**src/rtl/fetch_ram_wr_ctrl_if.sv**
```systemverilog
// Signal bundle between the fetch SRAM fill controller, the word source,
// the line reader and the single-port SRAM macro.
interface fetch_ram_wr_ctrl_if #(
  parameter int WORD_W = 32,
  parameter int LINE_W = 128,
  parameter int ADDR_W = 5
);
  logic              start_i;
  logic [5:0]        len_i;
  logic              ext_valid_i;
  logic [WORD_W-1:0] ext_data_i;
  logic              ext_ready_o;
  logic              busy_o;
  logic              done_o;
  logic [5:0]        lines_o;
  logic              rd_req_i;
  logic [ADDR_W-1:0] rd_addr_i;
  logic              rd_gnt_o;
  logic              rd_valid_o;
  logic [LINE_W-1:0] rd_data_o;
  logic              ram_cen_o;
  logic              ram_oen_o;
  logic              ram_wen_o;
  logic [ADDR_W-1:0] ram_addr_o;
  logic [LINE_W-1:0] ram_data_o;
  logic [LINE_W-1:0] ram_data_i;

  modport slave (
    input  start_i, len_i, ext_valid_i, ext_data_i, rd_req_i, rd_addr_i, ram_data_i,
    output ext_ready_o, busy_o, done_o, lines_o, rd_gnt_o, rd_valid_o, rd_data_o,
           ram_cen_o, ram_oen_o, ram_wen_o, ram_addr_o, ram_data_o
  );

  modport master (
    output start_i, len_i, ext_valid_i, ext_data_i, rd_req_i, rd_addr_i, ram_data_i,
    input  ext_ready_o, busy_o, done_o, lines_o, rd_gnt_o, rd_valid_o, rd_data_o,
           ram_cen_o, ram_oen_o, ram_wen_o, ram_addr_o, ram_data_o
  );
endinterface

```
**src/rtl/fetch_ram_wr_ctrl.sv**
```systemverilog
// Packs 32-bit fetch words into 128-bit lines and writes them to the fetch SRAM,
// sharing the single SRAM port with a line reader (writes take priority).
module fetch_ram_wr_ctrl #(
  parameter int WORD_W = 32,
  parameter int LINE_W = 128,
  parameter int ADDR_W = 5
) (
  input  logic                clk,
  input  logic                rst,
  fetch_ram_wr_ctrl_if.slave  bus
);

  typedef enum logic [1:0] {
    S_IDLE = 2'd0,
    S_FILL = 2'd1,
    S_DONE = 2'd2
  } state_t;

  state_t            r_state;
  state_t            w_state_nxt;
  logic [5:0]        r_len;
  logic [5:0]        r_lines;
  logic [5:0]        r_lines_pack;
  logic [1:0]        r_word_cnt;
  logic [ADDR_W-1:0] r_wr_addr;
  logic              r_wr_pend;
  logic [LINE_W-1:0] r_pack;
  logic [LINE_W-1:0] r_wr_line;
  logic              r_rd_valid;
  logic [LINE_W-1:0] w_pack_nxt;
  logic              w_ext_ready;
  logic              w_start;
  logic              w_accept;
  logic              w_rd_gnt;
  logic              w_last_wr;

  assign w_ext_ready = (r_state == S_FILL) && (r_lines_pack < r_len);
  assign w_start     = bus.start_i && (r_state != S_DONE);
  // A word presented alongside a restart belongs to the abandoned fill.
  assign w_accept    = bus.ext_valid_i && w_ext_ready && !w_start;
  assign w_rd_gnt    = bus.rd_req_i && !r_wr_pend;
  assign w_last_wr   = r_wr_pend && (r_lines == (r_len - 6'd1));

  always_ff @(posedge clk or posedge rst) begin
    if (rst) r_state <= S_IDLE;
    else     r_state <= w_state_nxt;
  end

  always_comb begin
    w_state_nxt = r_state;
    case (r_state)
      S_IDLE: begin
        if (bus.start_i) w_state_nxt = (bus.len_i == 6'd0) ? S_DONE : S_FILL;
        else             w_state_nxt = S_IDLE;
      end
      S_FILL: begin
        if (bus.start_i)    w_state_nxt = (bus.len_i == 6'd0) ? S_DONE : S_FILL;
        else if (w_last_wr) w_state_nxt = S_DONE;
        else                w_state_nxt = S_FILL;
      end
      S_DONE:  w_state_nxt = S_IDLE;
      default: w_state_nxt = S_IDLE;
    endcase
  end

  always_comb begin
    w_pack_nxt = r_pack;
    w_pack_nxt[LINE_W-1-WORD_W*int'(r_word_cnt) -: WORD_W] = bus.ext_data_i;
  end

  always_ff @(posedge clk or posedge rst) begin
    if (rst) begin
      r_len        <= 6'd0;
      r_lines      <= 6'd0;
      r_lines_pack <= 6'd0;
      r_word_cnt   <= 2'd0;
      r_wr_addr    <= '0;
      r_wr_pend    <= 1'b0;
      r_pack       <= '0;
      r_wr_line    <= '0;
    end else begin
      if (r_wr_pend) begin
        r_wr_pend <= 1'b0;
        r_wr_addr <= r_wr_addr + {{(ADDR_W-1){1'b0}}, 1'b1};
        r_lines   <= r_lines + 6'd1;
      end
      // Restart overrides the count update of a write issued this same cycle.
      if (w_start) begin
        r_len        <= bus.len_i;
        r_lines      <= 6'd0;
        r_lines_pack <= 6'd0;
        r_word_cnt   <= 2'd0;
        r_wr_addr    <= '0;
        r_pack       <= '0;
      end else if (w_accept) begin
        r_word_cnt <= r_word_cnt + 2'd1;
        if (r_word_cnt == 2'd3) begin
          r_wr_line    <= w_pack_nxt;
          r_wr_pend    <= 1'b1;
          r_lines_pack <= r_lines_pack + 6'd1;
          r_pack       <= '0;
        end else begin
          r_pack <= w_pack_nxt;
        end
      end
    end
  end

  always_ff @(posedge clk or posedge rst) begin
    if (rst) r_rd_valid <= 1'b0;
    else     r_rd_valid <= w_rd_gnt;
  end

  always_comb begin
    bus.ram_cen_o  = 1'b1;
    bus.ram_wen_o  = 1'b1;
    bus.ram_addr_o = '0;
    bus.ram_data_o = '0;
    if (r_wr_pend) begin
      bus.ram_cen_o  = 1'b0;
      bus.ram_wen_o  = 1'b0;
      bus.ram_addr_o = r_wr_addr;
      bus.ram_data_o = r_wr_line;
    end else if (w_rd_gnt) begin
      bus.ram_cen_o  = 1'b0;
      bus.ram_addr_o = bus.rd_addr_i;
    end else begin
      bus.ram_cen_o  = 1'b1;
    end
  end

  assign bus.ram_oen_o   = 1'b0;
  assign bus.ext_ready_o = w_ext_ready;
  assign bus.busy_o      = (r_state == S_FILL);
  assign bus.done_o      = (r_state == S_DONE);
  assign bus.lines_o     = r_lines;
  assign bus.rd_gnt_o    = w_rd_gnt;
  assign bus.rd_valid_o  = r_rd_valid;
  // SRAM read data arrives one cycle after the grant, aligned with rd_valid_o.
  assign bus.rd_data_o   = r_rd_valid ? bus.ram_data_i : '0;

endmodule

```
**src/flat_wrapper.sv**
```systemverilog
// flat-port wrapper written by rule: the top's interface ports become plain ports
module fetch_ram_wr_ctrl_flat 
#(
  parameter int WORD_W = 32,
  parameter int LINE_W = 128,
  parameter int ADDR_W = 5
)
  (clk, rst, bus_start_i, bus_len_i, bus_ext_valid_i, bus_ext_data_i, bus_rd_req_i, bus_rd_addr_i, bus_ram_data_i, bus_ext_ready_o, bus_busy_o, bus_done_o, bus_lines_o, bus_rd_gnt_o, bus_rd_valid_o, bus_rd_data_o, bus_ram_cen_o, bus_ram_oen_o, bus_ram_wen_o, bus_ram_addr_o, bus_ram_data_o);
  fetch_ram_wr_ctrl_if #(.WORD_W(WORD_W), .LINE_W(LINE_W), .ADDR_W(ADDR_W)) bus_i ();
  input  logic clk;
  input  logic rst;
  input wire logic [$bits(bus_i.start_i)-1:0] bus_start_i;
  input wire logic [$bits(bus_i.len_i)-1:0] bus_len_i;
  input wire logic [$bits(bus_i.ext_valid_i)-1:0] bus_ext_valid_i;
  input wire logic [$bits(bus_i.ext_data_i)-1:0] bus_ext_data_i;
  input wire logic [$bits(bus_i.rd_req_i)-1:0] bus_rd_req_i;
  input wire logic [$bits(bus_i.rd_addr_i)-1:0] bus_rd_addr_i;
  input wire logic [$bits(bus_i.ram_data_i)-1:0] bus_ram_data_i;
  output wire logic [$bits(bus_i.ext_ready_o)-1:0] bus_ext_ready_o;
  output wire logic [$bits(bus_i.busy_o)-1:0] bus_busy_o;
  output wire logic [$bits(bus_i.done_o)-1:0] bus_done_o;
  output wire logic [$bits(bus_i.lines_o)-1:0] bus_lines_o;
  output wire logic [$bits(bus_i.rd_gnt_o)-1:0] bus_rd_gnt_o;
  output wire logic [$bits(bus_i.rd_valid_o)-1:0] bus_rd_valid_o;
  output wire logic [$bits(bus_i.rd_data_o)-1:0] bus_rd_data_o;
  output wire logic [$bits(bus_i.ram_cen_o)-1:0] bus_ram_cen_o;
  output wire logic [$bits(bus_i.ram_oen_o)-1:0] bus_ram_oen_o;
  output wire logic [$bits(bus_i.ram_wen_o)-1:0] bus_ram_wen_o;
  output wire logic [$bits(bus_i.ram_addr_o)-1:0] bus_ram_addr_o;
  output wire logic [$bits(bus_i.ram_data_o)-1:0] bus_ram_data_o;
  assign bus_i.start_i = bus_start_i;
  assign bus_i.len_i = bus_len_i;
  assign bus_i.ext_valid_i = bus_ext_valid_i;
  assign bus_i.ext_data_i = bus_ext_data_i;
  assign bus_i.rd_req_i = bus_rd_req_i;
  assign bus_i.rd_addr_i = bus_rd_addr_i;
  assign bus_i.ram_data_i = bus_ram_data_i;
  assign bus_ext_ready_o = bus_i.ext_ready_o;
  assign bus_busy_o = bus_i.busy_o;
  assign bus_done_o = bus_i.done_o;
  assign bus_lines_o = bus_i.lines_o;
  assign bus_rd_gnt_o = bus_i.rd_gnt_o;
  assign bus_rd_valid_o = bus_i.rd_valid_o;
  assign bus_rd_data_o = bus_i.rd_data_o;
  assign bus_ram_cen_o = bus_i.ram_cen_o;
  assign bus_ram_oen_o = bus_i.ram_oen_o;
  assign bus_ram_wen_o = bus_i.ram_wen_o;
  assign bus_ram_addr_o = bus_i.ram_addr_o;
  assign bus_ram_data_o = bus_i.ram_data_o;
  fetch_ram_wr_ctrl #(.WORD_W(WORD_W), .LINE_W(LINE_W), .ADDR_W(ADDR_W)) u_core (.clk(clk), .rst(rst), .bus(bus_i));
endmodule
```
**config.mk**
```make
export PLATFORM = sky130hd
export DESIGN_NAME = fetch_ram_wr_ctrl_flat
export DESIGN_NICKNAME = d
export VERILOG_FILES = /design/src/rtl/fetch_ram_wr_ctrl_if.sv /design/src/rtl/fetch_ram_wr_ctrl.sv /design/src/flat_wrapper.sv
export SDC_FILE = /design/constraint.sdc
export NUM_CORES = 1
export LEC_CHECK = 0
export ABC_AREA = 0
export BUFFER_PORTS_ARGS = -buffer_cell sky130_fd_sc_hd__buf_2
export CAP_MARGIN = 20
export CORE_AREA = 2 2 176 178
export DETAILED_ROUTE_END_ITERATION = 10
export DIE_AREA = 0 0 178 180
export HOLD_SLACK_MARGIN = 0.15
export PLACE_DENSITY = 0.74
export SKIP_CTS_REPAIR_TIMING = 1
export SYNTH_ARGS = -nofsm -noshare
export SYNTH_HDL_FRONTEND = slang
export SYNTH_SLANG_ARGS = --single-unit
```
**constraint.sdc**
```tcl
create_clock -name clk -period 10.2 [get_ports clk]
set_input_delay 2.04 -clock clk [delete_from_list [all_inputs] [get_ports clk]]
set_output_delay 2.04 -clock clk [all_outputs]
set_load 0.01 [all_outputs]
```
* Word-level counts from Yosys, hierarchy flattened
Index checks and enable logic that the tools add are counted.
** Storage, ports and cells
- Output and inout port bits :: 275
- Input bits :: 176
- Logic and storage cells :: 69
- Register bits :: 285
** Operators by class
- Muxes and demuxes :: 28
- Add/subtract/negate cells :: 7
- Equality and inequality tests :: 5
- $lt $le $gt $ge :: 1
- Reductions and logical operators :: 15
- Shifts and indexed selects :: 2
- Bitwise gates (word level) :: 1
** Operators by type and width (number)
- two-way mux 128 bit :: 5
- variable shift 32 x 33 -> 159 bit (first input constant) :: 1
- indexed part select 32 x 33 -> 159 bit :: 1
- bitwise mux 128 bit :: 1
- negation 32 -> 33 bit :: 1
- two-way mux 6 bit :: 5
- two-way mux 5 bit :: 4
- adder 6 x 1 -> 6 bit (second input constant) :: 2
- two-way mux 2 bit :: 6
- subtractor 7 x 7 -> 8 bit (first input constant) :: 1
- equality test 6 bit :: 1
- logical AND 1 bit :: 6
- logical NOT 6 bit :: 1
- < comparator 6 bit :: 1
- two-way mux 1 bit :: 6
- nonzero test 2 bit :: 3
- subtractor 6 x 1 -> 6 bit (second input constant) :: 1
- adder 5 x 1 -> 5 bit (second input constant) :: 1
- equality test 2 bit (second input constant) :: 2
- one-hot mux 2 bit (2 select lines) :: 1
- AND reduction 3 bit :: 1
- adder 2 x 1 -> 2 bit (second input constant) :: 1
- equality test 2 x 1 -> 1 bit (second input constant) :: 1
- logical NOT 1 bit :: 2
- other kinds (4) :: 4

* Depth between registers and ports, before layout
- Depth in word-level cells :: 7
- Depth in mapped cells :: 10
- Mapped depth without buffers :: 8

* Worst setup path after synthesis
No wires, ideal clock.
- Path type :: input to output
- Start point :: in bus_rd_req_i
- End point :: out bus_ram_addr_o[0]
- Cell stages on the path :: 3
- Setup slack :: 5537 ps
- Arrival time :: 2623 ps
- Path through :: nor2b_1 > clkbuf_1 > a22o_1
** On the way
- Word-level cells in the longest chain between the ends :: 3
** RTL lines
- start, declared :: line flat_wrapper.sv:16 : input wire logic [$bits(bus_i.rd_req_i)-1:0] bus_rd_req_i;
- logical AND 1 bit :: line fetch_ram_wr_ctrl.sv:41 : assign w_rd_gnt = bus.rd_req_i && !r_wr_pend;
- named net bus_rd_gnt_o :: line flat_wrapper.sv:23 : output wire logic [$bits(bus_i.rd_gnt_o)-1:0] bus_rd_gnt_o;
- two-way mux 5 bit :: line fetch_ram_wr_ctrl.sv:124 : end else if (w_rd_gnt) begin
- two-way mux 5 bit :: line fetch_ram_wr_ctrl.sv:119 : if (r_wr_pend) begin
- end, declared :: line flat_wrapper.sv:29 : output wire logic [$bits(bus_i.ram_addr_o)-1:0] bus_ram_addr_o;
The timed path passes the listed nets, and every way through them passes these cells.

* Worst setup path after layout
- Start point :: in bus_rd_req_i
- End point :: out bus_ram_addr_o[2]
** On the way
- Word-level cells in the longest chain between the ends :: 3
** RTL lines (line)
- logical AND 1 bit :: fetch_ram_wr_ctrl.sv:41
- two-way mux 5 bit :: fetch_ram_wr_ctrl.sv:124
- two-way mux 5 bit :: fetch_ram_wr_ctrl.sv:119
Every way passes these cells.

==> results_dict.tcl <==
set metrics [dict create \
    insertion_delay_ns 0.55 \
    grt_max_degree 117 \
    num_vias 12000 \
    grt_pass1_wl_mm 80.5 \
    cp_common_cell "buf_2" \
    power.total_mw 2.85 \
    routedWlPerCell_um 27.7 \
    maxCapViolations 0 \
    ys_types 46 \
    ant_nets 0 \
    maxSlewHeadroom_pct 26.4 \
    outcome "finished, final reports clean" \
    cp_slowest_cell "buf_4" \
    fillers 2838 \
    r2r-start "u_core.r_word_cnt[0]" \
    power_leakage_nw 8.26 \
    cts_tree "built" \
    syn_area_per_cell_um2 9.74 \
    die_x_um 178 \
    core_area_um2 30200 \
    overflow 0 \
    dpl.cell_count 2024 \
    die_area_um2 32000 \
    hp-class "register to register" \
    met2_length_mm 26.8 \
    hp-start "u_core.r_wr_line[15]" \
    dp_hpwl_mm 43.0 \
    syn_to_final_growth_pct 28.2 \
    final_core_util_pct 52.9 \
    synth.cell_area_um2 12500 \
    synth-warning-count 0 \
    fmax_mhz 201 \
    period_needed_ns 4.97 \
    rsz0062_at_grt "false" \
    synth_seq_area_share_pct 50.8 \
    slew_viol_final 0 \
    viasPerCell 5.77 \
    drcViolationCount 0 \
    power_density_nw_per_um2 178 \
    track_usage_pct 34.9 \
    wl_met3_mm 5.23 \
    worstMarginPinSlew_ns 1.10 \
    finalSetupViolCount 0 \
    gp_congestion 1.03 \
    startpoint "bus_rd_req_i" \
    cpLargestDelayFamily "buffers and inverters" \
    grt_pass1_vias 11300 \
    path_cells "buf_2, nor2b_1, buf_4, a22o_1, buf_2" \
    critical_path_class "input pin to primary output" \
    cpPeakStageDelay_ns 0.22 \
    clock-root-buffer "clkbuf_16" \
    holdWs_ns 0.462 \
    drtIter0Drc 1159 \
    crit_buf_inv 3 \
    final.setup_skew_ns 0.0200 \
    tns_ns 0 \
    antenna_found_initial 12 \
    clock_sinks 253 \
    topRoutingLayerUsed "met5" \
    ctsHtreeMaxLevel 1 \
    portBuffers 449 \
    critPathCaptureType "primary output" \
    drive_gt1_share_pct 31.6 \
    drtPass1Iterations 5 \
    critical_path_required_ns 8.16 \
    synthesis.nets 1467 \
    wl_mm 57.6 \
    layout.nets 1848 \
    critPathLaunchType "input pin" \
    cts_buffers 27 \
    num_rows 64 \
    finalCritPeriodShare_pct 48.7 \
    io_pins 451 \
    peakVddDrop_mv 0.128 \
    synth-seq-cells 253 \
    syn_inst 1278 \
    clockBufferDepth 3 \
    hold_viol_final 0 \
    cp_max_fo 5 \
    clk_pin_slew_ns 0.06 \
    fin_cells 2079 \
    wl_met1_mm 23.3 \
    chipHeight_um 180 \
    start_util_pct 41.3 \
    worstPathArrival_ns 2.93 \
]
==> tightest hold or removal path: cells and delay by family (launching register included) <==
| family | cells | cell delay (ns) |
|---|---|---|
| DFF | 1 | 0.33 |
| and+or+nand+nor | 2 | 0.10 |
==> final timing paths <==
check	end	slack [ns]	cells after the start
worst max-delay path	bus_ram_addr_o[2]	5.23	5
worst min-delay path	u_core.r_wr_line[15]	0.46	2
worst max register to register	u_core.r_pack[123]	6.73	8
worst min register to register	u_core.r_wr_line[15]	0.46	2
max in group asynchronous	u_core.r_wr_addr[3]	7.13	3
min in group asynchronous	u_core.r_wr_line[104]	1.66	2
==> flip-flops by register name, indices dropped and copies added, names as in the netlist <==
| register | cells |
|---|---|
| u_core.r_len | 6 |
| u_core.r_wr_addr | 5 |
| u_core.r_pack | 96 |
| u_core.r_lines_pack | 6 |
| u_core.r_wr_line | 128 |
| u_core.r_wr_pend | 1 |
| u_core.bus.rd_valid_o | 1 |
| u_core.bus.lines_o | 6 |
| u_core.r_word_cnt | 2 |
| u_core.r_state | 2 |
==> per-layer routing <==
layer | up-vias | global-route usage [%]
li1 | 5234 | -
met1 | 6017 | 46.7
met2 | 629 | 55.8
met3 | 102 | 8.19
met4 | 10 | 11.6
met5 | - | 0
==> cell families after synthesis <==
group | after synthesis | share of synthesized area [%]
and+or+nand+nor | 624 | 25.2
muxes | 3 | 0.241
other | 1 | 0.0301
adders and majority gates | 13 | 1.31
xor gates and xnor gates | 18 | 1.27
DFF | 253 | 50.8
buffers and inverters | 135 | 4.56
AOI/OAI and AO/OA | 231 | 16.5
==> synthesized netlist by cell type, drive strengths merged <==
library cell / count / area share [%]
a31oi: 1 / 0.050
a211oi: 2 / 0.12
inv: 18 / 0.54
dfrtp: 253 / 51
nor4: 2 / 0.20
and2: 258 / 13
o211ai: 2 / 0.16
clkbuf: 66 / 2.0
o21ai: 14 / 0.56
or3: 1 / 0.050
o31ai: 1 / 0.060
a22o: 5 / 0.35
nor4b: 1 / 0.12
ha: 13 / 1.3
nand4: 7 / 0.35
conb: 1 / 0.030
nor3: 3 / 0.12
clkinv: 1 / 0.030
o2111ai: 1 / 0.070
nand2b: 4 / 0.22
nand2: 91 / 2.8
o21a: 1 / 0.060
or2: 1 / 0.050
a32o: 96 / 7.7
xor2: 7 / 0.49
mux2i: 3 / 0.24
nor2: 212 / 6.4
nand3: 37 / 1.5
or4: 3 / 0.21
nor2b: 2 / 0.10
nor3b: 2 / 0.20
buf: 50 / 2.0
a21oi: 10 / 0.43
a2111oi: 2 / 0.19
a41oi: 1 / 0.070
xnor2: 11 / 0.77
a221oi: 95 / 6.7
==> power breakdown <==
group / leakage [nW] / switching (mW) / internal (mW)
combinational: 4.42 / 0.364 / 0.192
sequential: 3.40 / 0.107 / 1.18
clock: 0.443 / 0.408 / 0.598
==> cell usage in the layout (no fill, tap or decap), types with 2 or more instances in the layout <==
master / instances
nor2_4: 3
nand2_1: 90
and2_1: 257
nand2b_1: 3
diode_2: 5
nor2_1: 209
ha_1: 13
nand4_1: 7
clkbuf_16: 27
mux2i_1: 3
nor2b_1: 2
a22o_1: 5
o21ai_0: 12
nand3_1: 37
or4_1: 2
a221oi_1: 95
nor3_1: 2
buf_4: 15
nor4_4: 2
buf_16: 4
a211oi_1: 2
a21oi_4: 3
dfrtp_1: 251
clkbuf_8: 8
o21ai_1: 2
a21oi_1: 6
inv_1: 16
bufinv_16: 2
xnor2_1: 11
xor2_1: 7
clkbuf_1: 9
a32o_1: 96
buf_2: 449
==> per-stage QoR <==
step	area (µm²)	setup WS (ns)
floorplan	12500	1.20
global placement	14900	5.26
detailed placement	15000	5.22
CTS	15900	5.25
global route	15900	5.16
finish	16000	5.23
==> layout make-up <==
cell class                      instances  area (µm²)  share of cell area (%)
Timing Repair Buffer                  468        2470                    15.5
Tap cell                              396         495                    3.10
Clock buffer                           44         820                    5.14
Inverter                               19        81.3                   0.510
Antenna cell                            5        12.5                  0.0784
Sequential cell                       253        6340                    39.7
Clock inverter                          4        85.1                   0.533
Multi-Input combinational cell        890        5660                    35.5
Power figures use the tool's default switching activity.
